[config.mk]
export PLATFORM = sky130hd
export DESIGN_NAME = wavegen_dds
export DESIGN_NICKNAME = d
export VERILOG_FILES = /design/src/rtl/wavegen_pkg.sv /design/src/rtl/wavegen_sine_lut.sv /design/src/rtl/wavegen_dds.sv
export SDC_FILE = /design/constraint.sdc
export NUM_CORES = 1
export LEC_CHECK = 0
export BUFFER_PORTS_ARGS = -buffer_cell sky130_fd_sc_hd__buf_2
export CAP_MARGIN = 40
export CORE_UTILIZATION = 35
export DETAILED_ROUTE_END_ITERATION = 6
export SKIP_CTS_REPAIR_TIMING = 1
export SLEW_MARGIN = 20
export SYNTH_ARGS = -nofsm -noshare
export SYNTH_HDL_FRONTEND = slang
export SYNTH_HIERARCHICAL = 1
export SYNTH_SLANG_ARGS = --single-unit
[constraint.sdc]
create_clock -name clk -period 4.5 [get_ports clk]
set_clock_uncertainty 0.15 [all_clocks]
set_input_delay 0.9 -clock clk [delete_from_list [all_inputs] [get_ports clk]]
set_output_delay 0.9 -clock clk [all_outputs]
set_load 0.02 [all_outputs]
[src/rtl/wavegen_pkg.sv]
// Shared waveform codes, default staircase step and the sine-table rounding helper
// used to build the per-channel ROMs at elaboration.
package wavegen_pkg;

  localparam logic [2:0] WAVE_SINE    = 3'd0;
  localparam logic [2:0] WAVE_SQUARE  = 3'd1;
  localparam logic [2:0] WAVE_RAMP_UP = 3'd2;
  localparam logic [2:0] WAVE_RAMP_DN = 3'd3;
  localparam logic [2:0] WAVE_TRI     = 3'd4;
  localparam logic [2:0] WAVE_STAIR   = 3'd5;
  localparam logic [2:0] WAVE_MAX     = 3'd6;

  localparam int QSTEP_DEF = 25;

  // round(MAX*(1+sin(2*pi*k/2^aw))/2), halves round up. Pure integer fixed point
  // (2^30 scale, quadrant folded, Taylor to x^17) so it folds at elaboration; the
  // exact points sin=0/+-1 are special-cased so the .5 ties land correctly.
  function automatic int sine_round(input int k, input int aw, input int ow);
    longint s_one, pi_s, q, quad, j, m, x, term, sum, mx;
    s_one = longint'(1) << 30;
    pi_s  = 64'sd3373259426;
    q     = longint'(1) << (aw - 2);
    quad  = longint'(k) / q;
    j     = longint'(k) % q;
    m     = quad[0] ? q - j : j;
    if (m == 0)      sum = 0;
    else if (m == q) sum = s_one;
    else begin
      x    = (pi_s * m) / (2 * q);
      term = x;
      sum  = x;
      for (int i = 1; i <= 8; i++) begin
        term = -((((term * x) / s_one) * x) / s_one) / longint'((2 * i) * (2 * i + 1));
        sum += term;
      end
    end
    if (quad >= 2) sum = -sum;
    mx = (longint'(1) << ow) - 1;
    return int'((mx * (s_one + sum) + s_one) / (2 * s_one));
  endfunction

endpackage

[src/rtl/wavegen_sine_lut.sv]
// Synchronous-read sine ROM, 2^LUT_AW x OUT_W, contents folded at elaboration.
module wavegen_sine_lut
  import wavegen_pkg::*;
#(
  parameter int LUT_AW = 8,
  parameter int OUT_W  = 8
) (
  input  logic              clk,
  input  logic              rst,
  input  logic              en,
  input  logic [LUT_AW-1:0] addr,
  output logic [OUT_W-1:0]  q
);

  logic [2**LUT_AW-1:0][OUT_W-1:0] rom;

  for (genvar k = 0; k < 2**LUT_AW; k++) begin : g_rom
    localparam logic [OUT_W-1:0] V = OUT_W'(sine_round(k, LUT_AW, OUT_W));
    assign rom[k] = V;
  end

  always_ff @(posedge clk or posedge rst) begin
    if (rst)     q <= '0;
    else if (en) q <= rom[addr];
  end

endmodule

[src/rtl/wavegen_dds.sv]
// Multi-channel DDS waveform generator: tick -> accumulators (stage 1) -> waveform
// registers (stage 2). Optional WAVEGEN_QUANT_EN turns code 5 into a quantised triangle.
module wavegen_dds
  import wavegen_pkg::*;
#(
  parameter int NCH     = 2,
  parameter int PHASE_W = 16,
  parameter int OUT_W   = 8,
  parameter int LUT_AW  = 8,
  parameter int QSTEP   = QSTEP_DEF,
  localparam int CW     = (NCH > 1) ? $clog2(NCH) : 1
) (
  input  logic                   clk,
  input  logic                   rst,
  input  logic                   tick,
  input  logic                   cfg_valid,
  output logic                   cfg_ready,
  input  logic [CW-1:0]          cfg_ch,
  input  logic [2:0]             cfg_wave,
  input  logic [PHASE_W-1:0]     cfg_inc,
  input  logic                   cfg_sync,
  output logic                   out_valid,
  output logic [NCH*OUT_W-1:0]   out_data,
  output logic [NCH-1:0]         phase_wrap
);

  localparam int STAGES = 2;
  localparam logic [OUT_W-1:0] MAX = '1;

  logic [STAGES:0] vld_pipe;
  logic [NCH-1:0]  wrap;
  logic            cfg_fire;

  assign cfg_ready   = !tick;
  assign cfg_fire    = cfg_valid && cfg_ready;
  assign vld_pipe[0] = tick;
  assign out_valid   = vld_pipe[STAGES];

  always_ff @(posedge clk or posedge rst) begin
    if (rst) begin
      vld_pipe[STAGES:1] <= '0;
      phase_wrap         <= '0;
    end else begin
      vld_pipe[STAGES:1] <= vld_pipe[STAGES-1:0];
      phase_wrap         <= vld_pipe[1] ? wrap : '0;
    end
  end

  for (genvar i = 0; i < NCH; i++) begin : g_ch
    logic [PHASE_W-1:0] acc, inc;
    logic [2:0]         wave, wave_s2;
    logic               wrap_f, wr;
    logic [OUT_W-1:0]   p, t, tri_v, stair, calc_d, calc_q, lut_q;

    assign wr = cfg_fire && (cfg_ch == CW'(i));

    // Tick and write never share a cycle, so the two updates cannot collide.
    always_ff @(posedge clk or posedge rst) begin
      if (rst) begin
        acc    <= '0;
        inc    <= PHASE_W'(1);
        wave   <= WAVE_SINE;
        wrap_f <= 1'b0;
      end else begin
        if (tick) {wrap_f, acc} <= {1'b0, acc} + {1'b0, inc};
        if (wr) begin
          inc  <= cfg_inc;
          wave <= cfg_wave;
          if (cfg_sync) acc <= '0;
        end
      end
    end

    assign p     = acc[PHASE_W-1 -: OUT_W];
    assign t     = {p[OUT_W-2:0], 1'b0};
    assign tri_v = p[OUT_W-1] ? MAX - t : t;

`ifdef WAVEGEN_QUANT_EN
    logic [31:0] v32, r32, dn32, up32;
    assign v32   = 32'(tri_v);
    assign r32   = v32 % 32'(QSTEP);
    assign dn32  = v32 - r32;
    assign up32  = dn32 + 32'(QSTEP);
    assign stair = (r32 < 32'(QSTEP / 2)) ? OUT_W'(dn32)
                 : (up32 > 32'(MAX))      ? MAX : OUT_W'(up32);
`else
    assign stair = MAX;
`endif

    always_comb begin
      calc_d = MAX;
      case (wave)
        WAVE_SQUARE:  calc_d = p[OUT_W-1] ? '0 : MAX;
        WAVE_RAMP_UP: calc_d = p;
        WAVE_RAMP_DN: calc_d = MAX - p;
        WAVE_TRI:     calc_d = tri_v;
        WAVE_STAIR:   calc_d = stair;
        default:      calc_d = MAX;
      endcase
    end

    // wave_s2 travels with the data so a config write between ticks cannot glitch the mux.
    always_ff @(posedge clk or posedge rst) begin
      if (rst) begin
        wave_s2 <= WAVE_SINE;
        calc_q  <= '0;
      end else if (vld_pipe[1]) begin
        wave_s2 <= wave;
        calc_q  <= calc_d;
      end
    end

    wavegen_sine_lut #(.LUT_AW(LUT_AW), .OUT_W(OUT_W)) u_lut (
      .clk  (clk),
      .rst  (rst),
      .en   (vld_pipe[1]),
      .addr (acc[PHASE_W-1 -: LUT_AW]),
      .q    (lut_q)
    );

    assign out_data[i*OUT_W +: OUT_W] = (wave_s2 == WAVE_SINE) ? lut_q : calc_q;
    assign wrap[i] = wrap_f;
  end

endmodule

==> reports/qor.yml <==
period_minus_slack_ns: 3.22
power_frac_clock_pct: 15.1
cp_slowest_cell: "dfrtp_1"
hp-class: "register to register"
status: "finished, final reports clean"
overflow: 0
port-buffer-count: 44
drc: 0
worstSetupStartpointType: "register"
drive_gt1_share_pct: 15.4
path_max_fanout: 23
p_leak_uw: 0.00475
rows: 63
area_growth_pct: 9.50
track_usage_pct: 21.1
p_seq_share_pct: 18.9
vdd_drop_max_v: 0.000293
grt_max_degree: 69
core_area_um2: 29900
final_cells: 1686
synth_cell_types: 89
synth.yosys.seq_area_share_pct: 26.7
final.setup.tns_ns: 0
grt_pass1_wl_um: 52900
cp_top_family: "compound AO/OA/AOI/OAI gates"
insertion_delay_ns: 0.41
regArea_um2: 2860
finalMaxSlewViolations: 0
synth_nets: 1382
dp.cells: 1651
htree_levels: 4
synth_edf_count: 0
critPathBufInv: 1
synthArstFlopShare_pct: 100
vias: 10300
drt_iter0_markers: 1263
timing.fmax_mhz: 310
final_common_cell: "a21oi_1"
layout.nets: 1365
dp_hpwl_um: 22600
powerDensity_nw_per_um2: 831
clockRootBuffer: "clkbuf_16"
drt-total-wl_um: 32600
max_slew_margin_pct: 39.8
die_height_um: 177
syn_avg_cell_area_um2: 8.24
mostFrequentLayoutCells: "a21oi_1 (106), dfrtp_1 (105), o21ai_0 (101), nand2_1 (93), nor2_1 (85)"
synthCells: 1299
fillers: 3029
firstDrtPassIters: 5
synth_seq_cells: 114
multi_input_comb_area_um2: 7120
synth_ff_type: "dfrtp_1"
path_cells: "inv_1 > ha_1 > and2_1 > o21ai_1 > a22oi_1 > a221oi_1 > a2111oi_0 > a311oi_1"
numCtsBuffers: 17
crit_arrival_ns: 3.34
clock_sinks: 114
die-area_um2: 31300
maxCapViolCount: 0
netlist_area_um2: 10700
p_comb_share_pct: 66.0
ant_nets: 0
whs_ns: 0.327
place.gp.congestion: 0.956
antenna_found_initial: 1
fp.dieW_um: 177
wl_per_cell_um: 19.3
initial_utilization_pct: 35.8
slowest_delay_ns: 0.85
rsz0062_at_grt: "false"
viasPerCell: 6.08
power_uw: 9730
p_sw_uw: 4850
swShare_pct: 49.9
grt_pass1_vias: 9535
fin_crit_sh_pct: 71.6
pin_count: 45
setup_viol: 0
cp-end-kind: "register"
worst_pin_slew_ns: 0.902
hold_viol: 0
clkTransAtPathRegs_ns: 0.06
clock_path_buffers: 2
intPower_uw: 4880
cts_tree: "done"
required_ns: 4.62
ys_warn_count: 6
crit_type: "register to register"
## per-stage QoR
step                      utilization (%)  instance area, um^2  setup slack, ns
final                                39.2                11700             1.28
after floorplan                         -                10700            0.891
after detailed placement             36.9                11000             1.40
after global placement               36.8                11000             1.43
after CTS                            39.1                11700             1.36
after global routing                 39.2                11700             1.03
## registers in the layout, indices dropped and copies added, names as in the netlist
name and cells:
g_ch.wave 6, phase_wrap 2, g_ch.wrap_f 2, vld_pipe 1
g_ch.wave_s2 6, out_valid 1, g_ch.u_lut/q 16, g_ch.inc 32
g_ch.acc 32, g_ch.calc_q 16
## synthesized netlist by cell type, drive strengths merged, types with 5 or more instances
cell type	n	area share, %
xnor2	10	0.82
nand4	5	0.29
a31oi	21	1.2
and2	12	0.70
or2b	5	0.35
a32o	5	0.47
a211oi	31	2.2
a22o	5	0.41
a21oi	107	5.0
inv	43	1.5
or2	8	0.49
o22ai	26	1.6
o31ai	12	0.89
or3	7	0.41
buf	60	3.7
a2111oi	8	0.89
nor4	6	0.35
nand2b	36	2.1
ha	56	6.5
a221oi	13	1.1
a21o	20	1.4
dfrtp	112	26
o211ai	20	1.5
xor2	16	1.3
nand2	93	3.3
mux2i	18	1.7
nor2b	37	2.3
clkbuf	44	1.5
and3	11	0.64
a22oi	23	1.6
o21ai	110	5.1
a2bb2oi	5	0.41
nand3	22	1.0
nor2	87	3.1
nor3	30	1.5
o22a	13	1.1
and2b	5	0.36
nand3b	7	0.49
o21a	14	0.98
a311oi	7	0.63
o311ai	8	0.65
mux2	58	6.1
o221ai	10	0.94
## power by group through the flow
stage	clock network, uW	logic, uW	registers [uW]
floorplan	0	5040	1660
global placement	0	6050	1980
detailed placement	0	6140	1940
CTS	1490	6170	1920
global route	1540	7040	1900
finish	1470	6420	1840
## path summary, 6_finish.rpt
path,start,end,slack [ns],cells past startpoint
min in group asynchronous,rst,g_ch[1].u_lut/q[5],0.35,2
setup / recovery,g_ch[1].acc[8],g_ch[1].u_lut/q[1],1.28,8
max in group asynchronous,rst,g_ch[1].inc[0],2.82,3
hold / removal,g_ch[1].wrap_f,g_ch[1].wrap_f,0.33,1
setup reg to reg,g_ch[1].acc[8],g_ch[1].u_lut/q[1],1.28,8
hold reg to reg,g_ch[1].wrap_f,g_ch[1].wrap_f,0.33,1
## final cells by class
class                      count  share of cell area [%]
antenna                        1                  0.0214
multi-input combinational   1038                    60.8
sequential                   114                    24.5
inverter                      43                    1.40
clock inverter                10                    1.31
clock buffer                  22                    4.13
tap                          390                    4.17
timing repair buffer          68                    3.72
## kinds of logic after synthesis
| family | after synthesis | synth area share [%] |
|---|---|---|
| AOI/OAI and AO/OA | 492 | 30.9 |
| DFF | 114 | 26.7 |
| adders and majority gates | 58 | 6.92 |
| buffers and inverters | 147 | 6.78 |
| and+or+nand+nor | 384 | 18.4 |
| muxes | 78 | 8.21 |
| xor gates and xnor gates | 26 | 2.13 |
## per-layer routing
metal  GRT usage [%]  vias up  routed length (um)
met5               0        -                   0
met4            6.29        0                 564
met3            3.82       45                2200
met2            30.6      437               14200
met1            31.4     4932               15600
li1                -     4837                   -
## worst reg2reg max path, stage by stage (launching register included)
cell,delay (ns)
dfrtp_1,0.85
inv_1,0.30
ha_1,0.63
and2_1,0.25
o21ai_1,0.08
a22oi_1,0.19
a221oi_1,0.11
a2111oi_0,0.43
a311oi_1,0.08
Note: power is estimated with default switching activity, not from simulation.
